[src/rtl/cache_pkg.sv]
// Shared definitions for the cache fill controller and the cache data/tag arrays.
package cache_pkg;

    typedef enum logic {
        IDLE = 1'b0,
        FILL = 1'b1
    } fill_state_t;

    localparam int BLOCK_BYTES     = 16;
    localparam int WORDS_PER_BLOCK = 8;
    localparam int OFFSET_W        = $clog2(BLOCK_BYTES);

endpackage

[src/rtl/word_counter.sv]
// Up-counter with synchronous reset, synchronous clear and count enable.
module word_counter #(
    parameter int W = 4
) (
    input  logic         clk,
    input  logic         rst,
    input  logic         i_clr,
    input  logic         i_en,
    output logic [W-1:0] o_count
);

    logic [W-1:0] r_count;

    always_ff @(posedge clk) begin
        if (rst || i_clr) begin
            r_count <= '0;
        end else if (i_en) begin
            r_count <= r_count + W'(1);
        end
    end

    assign o_count = r_count;

endmodule

[src/rtl/cache_fill_fsm.sv]
// Cache miss fill controller: issues one read per block word back-to-back,
// writes each returning word into the data array, then writes the tag.
module cache_fill_fsm #(
    parameter int ADDR_W          = 16,
    parameter int WORDS_PER_BLOCK = cache_pkg::WORDS_PER_BLOCK,
    localparam int IDX_W          = $clog2(WORDS_PER_BLOCK),
    localparam int CNT_W          = IDX_W + 1
) (
    input  logic              clk,
    input  logic              rst,
    input  logic              miss_detected,
    input  logic [ADDR_W-1:0] miss_address,
    input  logic [15:0]       memory_data,
    input  logic              memory_data_valid,
    output logic              fsm_busy,
    output logic              mem_read_en,
    output logic [ADDR_W-1:0] memory_address,
    output logic              write_data_array,
    output logic [IDX_W-1:0]  data_word_offset,
    output logic [15:0]       data_out,
    output logic              write_tag_array
);

    cache_pkg::fill_state_t r_state;
    cache_pkg::fill_state_t w_next_state;

    logic [ADDR_W-1:0] r_base;
    logic [CNT_W-1:0]  w_issue_cnt;
    logic [CNT_W-1:0]  w_recv_cnt;
    logic              w_clr;
    logic              w_issue_en;
    logic              w_recv_en;
    logic              w_base_load;
    logic              w_issue_active;
    logic              w_last_word;

    // Valid/ready note: memory has no backpressure; a request is accepted the
    // cycle mem_read_en is high, and every memory_data_valid pulse is consumed.
    assign w_issue_active = (w_issue_cnt < CNT_W'(WORDS_PER_BLOCK));
    assign w_last_word    = (w_recv_cnt == CNT_W'(WORDS_PER_BLOCK - 1));

    word_counter #(.W(CNT_W)) u_issue_cnt (
        .clk     (clk),
        .rst     (rst),
        .i_clr   (w_clr),
        .i_en    (w_issue_en),
        .o_count (w_issue_cnt)
    );

    word_counter #(.W(CNT_W)) u_recv_cnt (
        .clk     (clk),
        .rst     (rst),
        .i_clr   (w_clr),
        .i_en    (w_recv_en),
        .o_count (w_recv_cnt)
    );

    always_ff @(posedge clk) begin
        if (rst) begin
            r_state <= cache_pkg::IDLE;
            r_base  <= '0;
        end else begin
            r_state <= w_next_state;
            // Word offset plus byte offset are cleared so the base is block aligned.
            if (w_base_load) begin
                r_base <= {miss_address[ADDR_W-1:IDX_W+1], {(IDX_W+1){1'b0}}};
            end
        end
    end

    always_comb begin
        w_next_state     = r_state;
        w_clr            = 1'b0;
        w_issue_en       = 1'b0;
        w_recv_en        = 1'b0;
        w_base_load      = 1'b0;
        fsm_busy         = 1'b0;
        mem_read_en      = 1'b0;
        memory_address   = '0;
        write_data_array = 1'b0;
        data_word_offset = '0;
        data_out         = '0;
        write_tag_array  = 1'b0;
        case (r_state)
            cache_pkg::IDLE: begin
                if (miss_detected) begin
                    w_next_state = cache_pkg::FILL;
                    w_clr        = 1'b1;
                    w_base_load  = 1'b1;
                end
            end
            cache_pkg::FILL: begin
                fsm_busy = 1'b1;
                if (w_issue_active) begin
                    mem_read_en    = 1'b1;
                    memory_address = r_base + ADDR_W'({w_issue_cnt[IDX_W-1:0], 1'b0});
                    w_issue_en     = 1'b1;
                end
                if (memory_data_valid) begin
                    write_data_array = 1'b1;
                    data_word_offset = w_recv_cnt[IDX_W-1:0];
                    data_out         = memory_data;
                    w_recv_en        = 1'b1;
                    if (w_last_word) begin
                        write_tag_array = 1'b1;
                        w_next_state    = cache_pkg::IDLE;
                    end
                end
            end
            default: w_next_state = cache_pkg::IDLE;
        endcase
    end

endmodule

[config.mk]
export PLATFORM = sky130hd
export DESIGN_NAME = cache_fill_fsm
export DESIGN_NICKNAME = d
export VERILOG_FILES = /design/src/rtl/cache_pkg.sv /design/src/rtl/word_counter.sv /design/src/rtl/cache_fill_fsm.sv
export SDC_FILE = /design/constraint.sdc
export NUM_CORES = 1
export LEC_CHECK = 0
export CAP_MARGIN = 20
export CORE_UTILIZATION = 40
export DETAILED_ROUTE_END_ITERATION = 8
export DONT_BUFFER_PORTS = 1
export MAX_ROUTING_LAYER = met4
export PLACE_DENSITY = 0.51
export SYNTH_ARGS = -nofsm -noshare
export SYNTH_HDL_FRONTEND = slang
export SYNTH_SLANG_ARGS = --single-unit
export TNS_END_PERCENT = 30
[constraint.sdc]
create_clock -name clk -period 1.5 [get_ports clk]
set_input_delay 0.3 -clock clk [delete_from_list [all_inputs] [get_ports clk]]
set_output_delay 0.3 -clock clk [all_outputs]
set_load 0.05 [all_outputs]
After elaboration in Yosys (flattened, before gate mapping)

Index checks and enable logic that the tools add are counted.

Register bits after elaboration: 21
Output and inout port bits: 39
Word-level logic and storage cells: 30

Add/sub/neg operators: 3
Magnitude comparators: 1
Equal/unequal tests: 1
Multiplexer cells: 19
Bitwise logic cells: 1
Reduce and logical (&&, ||, !) cells: 1

Operators by type and width:

| kind                                               | count |
|---|---|
| two-way mux 16 bit                                 | 4 |
| adder 16 x 4 -> 16 bit                             | 1 |
| two-way mux 1 bit                                  | 12 |
| adder 4 x 1 -> 4 bit (second input constant)       | 2 |
| two-way mux 3 bit                                  | 2 |
| == test 4 x 3 -> 1 bit (second input constant)     | 1 |
| less-than comparator 4 bit (second input constant) | 1 |
| one-hot mux 1 bit (2 select lines)                 | 1 |
| logical OR 1 bit                                   | 1 |
| inverter 1 bit                                     | 1 |

Depth between registers and ports, before layout

Gate-level depths: netlist of run 1.

Depth in word-level cells: 4
Mapped depth: 5
Depth with buffers taken out: 4

Cells and area by module

A second synthesis of run 1 with hierarchy kept.

Cell total of the unflattened synthesis: 134
Area, all modules: 1147.4 um^2

Modules (own cells, without submodules):

| module         | instances | cells each | area each (um^2) |
|---|---|---|---|
| cache_fill_fsm | 1         | 100        | 792.0 |
| word_counter   | 2         | 17         | 177.7 |

Worst setup path before layout of run 1

Ideal clock, no wire load.

Path kind: register to output
Start point: register r_state
End point: output port memory_address[10]
Arrival: 1.747 ns
Data required time: 1.200 ns
Setup slack: -0.547 ns
Cell stages (with the launch flop): 6
Path through: dfxtp_1 -> buf_6 -> nor2b_4 -> buf_6 -> buf_4 -> and2_1

Cells in the longest elaborated chain, start to end: 1

RTL lines:

| what                   | line                 | source |
|---|---|---|
| from (decl)            | cache_fill_fsm.sv:24 | `cache_pkg::fill_state_t r_state;` |
| from (signal assigned) | cache_fill_fsm.sv:60 | `r_state <= cache_pkg::IDLE;` |
| from (signal assigned) | cache_fill_fsm.sv:63 | `r_state <= w_next_state;` |
| two-way mux 16 bit     | cache_fill_fsm.sv:84 | `case (r_state)` |
| to (decl)              | cache_fill_fsm.sv:17 | `output logic [ADDR_W-1:0] memory_address,` |

Every way passes these cells.

Worst setup path after layout of run 1

Start point: register u_recv_cnt.r_count[0], in the netlist u_recv_cnt.o_count[0]
End point: output port write_tag_array

Cells in the longest elaborated chain, start to end: 4

RTL lines:

| what                   | line                  | source |
|---|---|---|
| from (decl)            | word_counter.sv:12    | `logic [W-1:0] r_count;` |
| from (signal assigned) | word_counter.sv:18    | `r_count <= r_count + W'(1);` |
| == test 4 x 3 -> 1 bit | cache_fill_fsm.sv:40  | `assign w_last_word = (w_recv_cnt == CNT_W'(WORDS_PER_BLOCK - 1));` |
| two-way mux 1 bit      | cache_fill_fsm.sv:104 | `if (w_last_word) begin` |
| two-way mux 1 bit      | cache_fill_fsm.sv:99  | `if (memory_data_valid) begin` |
| two-way mux 1 bit      | cache_fill_fsm.sv:84  |  |
| to (decl)              | cache_fill_fsm.sv:21  | `output logic write_tag_array` |

Every way passes these cells.

==> results of run 1 <==
worst paths after layout:
path	to	slack [ns]	cells after the start
worst min register to register	r_base[13]	0.45	2
worst max-delay path	write_tag_array	-0.12	4
worst max register to register	u_recv_cnt.o_count[3]	0.21	4
worst min-delay path	r_base[4]	0.04	1
what timing repair did:
item / 4_1_cts / 5_1_grt
pin swaps: 5 / 4
resized for setup: 18 / 5
setup endpoints to repair: 37 / 37
setup buffers: 4 / 2
logic make-up after synthesis:
group           Yosys count
compound gates           13
flops                    21
other cells               1
buf+inv                  13
simple gates             78
xor+xnor                  4
mux                       3
fa+ha+maj                 2
synthesized netlist by cell type, drive strengths merged:
library cell  instances  area, sq um
xor2                  2         17.5
and3                 19          124
a41oi                 1         8.76
buf                   8         60.1
conb                  1         3.75
nor2b                 2         27.5
clkbuf                5         18.8
nand3b                1         7.51
nor3b                 2         20.0
nand2b                2         15.0
and2                 16          100
mux2i                 2         20.0
nor2                  8         30.0
mux2                  1         15.0
nand3                 2         15.0
ha                    2         25.0
a21oi                12         60.1
xnor2                 2         17.5
nand2                24         90.1
dfxtp                21          420
nor3                  2         10.0
layout make-up:
| cell class | count | area [sq um] | area share [%] |
|---|---|---|---|
| clock buffer | 3 | 22.5 | 1.23 |
| multi-input combinational | 101 | 718 | 39.2 |
| tap | 30 | 37.5 | 2.05 |
| timing repair buffer | 39 | 622 | 33.9 |
| clock inverter | 1 | 5.00 | 0.273 |
| sequential | 21 | 427 | 23.3 |
per-layer routing:
metal  part of all wire, %  global-route usage, %  vias to the layer above
met5                     0                      -                        -
met4                   1.7                   6.84                        0
met3                   8.1                   4.72                        6
met2                    50                   30.9                       50
met1                    40                   19.3                      446
li1                      -                      -                      498
power by group:
part / switching [uW] / total (uW) / internal [uW]
Sequential: 16.6 / 598 / 582
Clock: 167 / 266 / 99.4
Combinational: 202 / 362 / 161
Total: 385 / 1230 / 842
flip-flops by register name, indices dropped and copies added, names as in the netlist:
| register | cells |
|---|---|
| u_issue_cnt.o_count | 4 |
| r_base | 12 |
| r_state | 1 |
| u_recv_cnt.o_count | 4 |
stage by stage:
step | instances | TNS, ns
6_report | 195 | -2.42
3_5_place_dp | 185 | 0
5_1_grt | 195 | -4.46
4_1_cts | 193 | -2.92
2_1_floorplan | 135 | -1.45
3_3_place_gp | 185 | 0
worst register-to-register path: cells and delay by family, from the launching register on:
kind                   cells  cell delay (ns)
buffers and inverters      1             0.20
DFF                        1             0.41
muxes                      1             0.30
and+or+nand+nor            2             0.29
==> impl_results.md, run 1 <==
* Largest family of logic cells by synthesized area: simple AND/OR/NAND/NOR gates
* Vias per std cell at between 5 and 6
* Yosys reg bits at 21
* Starting density of the core at a little over two fifths
* Fin. Hold Viols at 0
* Hold buffers post-CTS at 0
* Total die area at about 3000 sq um
* Xor/xnor share of the synthesized area at 3.17%
* Drt pass-1 iters at 4
* Dpl ws at ~0.13 ns
* Die H at about 55 microns
* Rows at 18
* Hpwl dp at between 1500 and 2000 microns
* TritonCTS clock tree: yes
* Max clock buf depth at 2
* Crit Path Class: flip-flop to output pin
* Worst VDD drop at between 0.0009 and 0.001 V
* Failing checks: setup timing
* Unique masters post-synth at 27
* RSZ-0062 raised after global routing: true
* Largest net degree at the start of global routing at 22
* Max-Cap Viols at 0
* Number of antenna diodes at 0
* Synth Area in Compound Gates at 6.22%
* Vias in the first global route at approximately 870
* CTS H-tree lvls at 1
* Mapped Avg Cell Area at just over 8 sq um
* Min-delay src: rst
* Worst setup SP type: flip-flop
* Syn Inst Count at about 140
* Post-route cell area at about 1800 sq um
* Final wirelength at between 2000 and 3000 microns
* P per Cell Area at 670 nW/um^2
* Crit path max fanout at 2
* Post-layout util at a little under three quarters
* Worst hold margin at approximately 0.042 ns
* Initial antenna violation count at 0
* I/O pin count at 75
* Status: complete, but fails checks
* Initial drt markers at 19
* Placement Cell Area at 1670 sq um
* Syn Std Cell Area at ~1100 sq um
* Post-route total power at approximately 1200 uW
* CP max stage cell: dfxtp_2
* Clock transition at the registers of the reported paths at approximately 0.12 ns
* Post-route ant nets at 0
* Leakage power at between 0.0007 and 0.0008 uW
* Worst Path Arrival at ~1.3 ns
* RePlAce Congestion at 0.803
* Worst-path cell chain: ha_4 -> nand3_4 -> nor3b_4 -> buf_12
* Count of pins over their slew limit at 0
* CP Capture Type: output pin
* Commonest non-fill, non-tap cells in the layout: 26 x buf_12, 24 x nand2_1, 18 x dfxtp_1
* First-pass GRT wire length at roughly 3700 microns
* Area growth from synthesis to final layout at 65.6%
* TritonCTS Buffers at 3
* Tot GR Track Use at 17.9%
* Via Count at about 1k
* Most common cell after layout, fill and taps aside: buf_12
* Filler instances at 191
* Clock root cell: clkbuf_4
* Crit path buf inv count at 1
* Final period utilization at 108%
* Fin crit period at ~1.6 ns
* Port Buf Inserts at 0
* Critical path required time at 1.20 ns
* Worst-skew pair later-pin latency at about 0.30 ns
* Layout cell share with drive strength beyond 1 at 47.9%
* Worst path top cell family by delay: flip-flops
* Clock Skews at between 0.01 and 0.015 ns
* DRC errors left at 0
* Post-synthesis sequential area ratio at between 30% and 40%
* Max Clk Rate at 619 MHz
* Ys Warns at 0
* Crit. Startpoint: u_recv_cnt.o_count[0]
* Routed WL per cell at about 13 microns
* Die X at between 50 and 60 microns
* Clk sinks at 21
* Total grt overflow at 0
* Final net count at roughly 200
* Post-Synth Simple-Gate Area at about two fifths
* Post-synthesis net count at between 150 and 200
* R2r startpoint: r_state
* Slowest cell delay on critical path at between 0.3 and 0.4 ns
* Synthesized-area fraction occupied by adder cells at between 2 and 2.5%
* Core outline area at roughly 2500 sq um
* Setup violations, final at 37
* Post-route setup slack at -0.115 ns
* Hold Path Class: input port to flip-flop
* Mux share of post-synthesis cell area at around 3.2%
Power figures use the tool's default switching activity.
==> run 2: changes to the inputs <==
--- a/config.mk
+++ b/config.mk
@@ -7,6 +7,7 @@
 export LEC_CHECK = 0
 export CAP_MARGIN = 20
 export CORE_UTILIZATION = 40
+export CTS_CLUSTER_DIAMETER = 60
 export DETAILED_ROUTE_END_ITERATION = 8
 export DONT_BUFFER_PORTS = 1
 export MAX_ROUTING_LAYER = met4
==> results of run 2 <==
No change in the layout: final DEF, timing and power equal those of run 1.
==> RTL change: new RTL, settings of run 1 <==
The package constant `WORDS_PER_BLOCK` goes from 8 to 16.
--- a/src/rtl/cache_pkg.sv
+++ b/src/rtl/cache_pkg.sv
@@ -7,7 +7,7 @@
     } fill_state_t;
 
     localparam int BLOCK_BYTES     = 16;
-    localparam int WORDS_PER_BLOCK = 8;
+    localparam int WORDS_PER_BLOCK = 16;
     localparam int OFFSET_W        = $clog2(BLOCK_BYTES);
 
 endpackage
Ports: changed (resized data_word_offset); port bits go from 75 to 76. The function was not compared with the original's and may differ.
==> RTL change against run 1 <==
The flow finishes with violations (DRC, setup timing). Routed wire length rose by 8.8%. Total power rose by 8.4%. Sequential cell count rose by 1. Area after synthesis rose by 8.3%. Worst setup slack got worse by 91 ps. Design area rose by 4.0%. Hold slack got worse by 8.0 ps. Combinational power rose by 5.5%. Die area rose by 7.9%. Highest routed layer unchanged.
==> RTL change: results (changes against run 1) <==
outcome: finished with violations
failing checks: DRC, setup timing
CP top delay family: simple AND/OR/NAND/NOR gates
met3 Resource Use GR: 5.76% (+1.0 points)
PnR worst setup slack: -207 ps (-91.4 ps)
Netlist cell types: 31 (+15%)
DR DRC count: 8 (+8)
DR vias/cell: 5.26 (+2.6%)
crit path DAT: 1410 ps (+90 ps)
Lkg Pwr: 0.000764 uW (-0.75%)
final RePlAce weighted congestion: 0.786 (-2.1%)
worst-path fanout max: 2 (unchanged)
Synth top cells by count: and3_1, dfxtp_1, nand2_1
pre-CTS WS: 26.7 ps (-103 ps)
Overall Global Routing Usage: 18.3% (+0.42 points)
register area share after synthesis: 36.8% (-1.2 points)
post-DP HPWL: 1.97 mm (+2.2%)
Peak VDD IR: 0.000832 V (-10%)
1st-pass router iterations: 6 (+2)
final setup vio count: 27 (-27%)
GRT met2 Usage: 33.0% (+2.1 points)
routing usage on met1: 19.4% (+0.076 points)
Hold Path End: r_base[10]
worst reg2reg endpoint: r_state
share of post-route cells with drive strength above 1: 55.6% (+7.7 points)
number of global-route vias before repair: 1011 (+17%)
Worst Clk Skew: 7.38 ps (-5.89 ps)
synth top area cells: dfxtp_1, and3_1, and2_1
fin nets: 209 (+2.5%)
first-pass GRT wire length: 4.51 mm (+22%)
Syn Nets: 183 (+5.8%)
max reg flops: 11 (-1)
worst hold margin: 33.6 ps (-8.02 ps)
RTL change: cell types whose count changed after synthesis, sizes merged, moves of 2 or more:
cell	change
nor3b	-2
and3	+3
inv	+3
clkbuf	-2
RTL change: worst max path at each step:
| stage | start | endpoint | slack [ps] | depth (start not counted) |
|---|---|---|---|---|
| floorplan | r_state | data_word_offset[1] | 4 | 3 |
| global placement | u_recv_cnt.o_count[1] | write_tag_array | 30 | 4 |
| detailed placement | u_recv_cnt.o_count[1] | write_tag_array | 30 | 4 |
| CTS | u_recv_cnt.o_count[0] | write_tag_array | -220 | 4 |
| global route | u_recv_cnt.o_count[1] | write_tag_array | -250 | 4 |
| finish | u_recv_cnt.o_count[1] | write_tag_array | -210 | 4 |
RTL change: cell families (layout without fill, tap and decap cells):
family	count (synthesis)	in the layout	share of synthesized area, %
flops	22	22	36.8
other cells	1	1	0.313
xor+xnor	4	4	2.93
compound gates	15	15	10.6
buf+inv	15	40	7.00
mux	3	3	2.51
fa+ha+maj	3	3	3.14
simple gates	81	81	36.8
RTL change: final cells by class:
| type | count | area (um^2) |
|---|---|---|
| Fill cell | 242 | 900 |
| Multi-Input combinational cell | 107 | 851 |
| Timing Repair Buffer | 33 | 522 |
| Sequential cell | 22 | 447 |
| Tap cell | 31 | 38.8 |
| Clock buffer | 4 | 36.3 |
| Inverter | 3 | 11.3 |
RTL change: routing by layer:
metal  share of wire [%]  vias to the layer above
met5                   0                        -
met4                 1.2                        0
met3                 5.4                        4
met2                  54                       34
met1                  39                      493
li1                    -                      521
RTL change: per-stage QoR:
| stage | power, uW | instances | TNS, ps | area, um^2 |
|---|---|---|---|---|
| final | 1330 | 200 | -2370 | 1910 |
| after CTS | 1320 | 195 | -2340 | 1790 |
| after detailed placement | 950 | 186 | 0 | 1600 |
| after floorplan | 881 | 144 | 0 | 1240 |
| after global placement | 943 | 186 | 0 | 1600 |
| after global routing | 1390 | 200 | -4590 | 1910 |
RTL change: worst register-to-register path, cell delays in order (launching register included):
cell	delay, ps
dfxtp_2	360
ha_4	150
and3_4	180
ha_4	150
and3_4	230
nor3_1	170
RTL change: report_power, final:
part	total, uW	internal (uW)	switching (uW)
clock network	325	148	177
logic	382	169	213
registers	623	608	14.8
RTL change: repair_timing:
| item | 4_1_cts | 5_1_grt |
|---|---|---|
| gates cloned | 1 | 1 |
| hold buffers | 0 | 0 |
| setup endpoints to repair | 28 | 38 |
| buffers inserted | 4 | 4 |
| resized for setup | 28 | 17 |
| pin swaps | 5 | 8 |
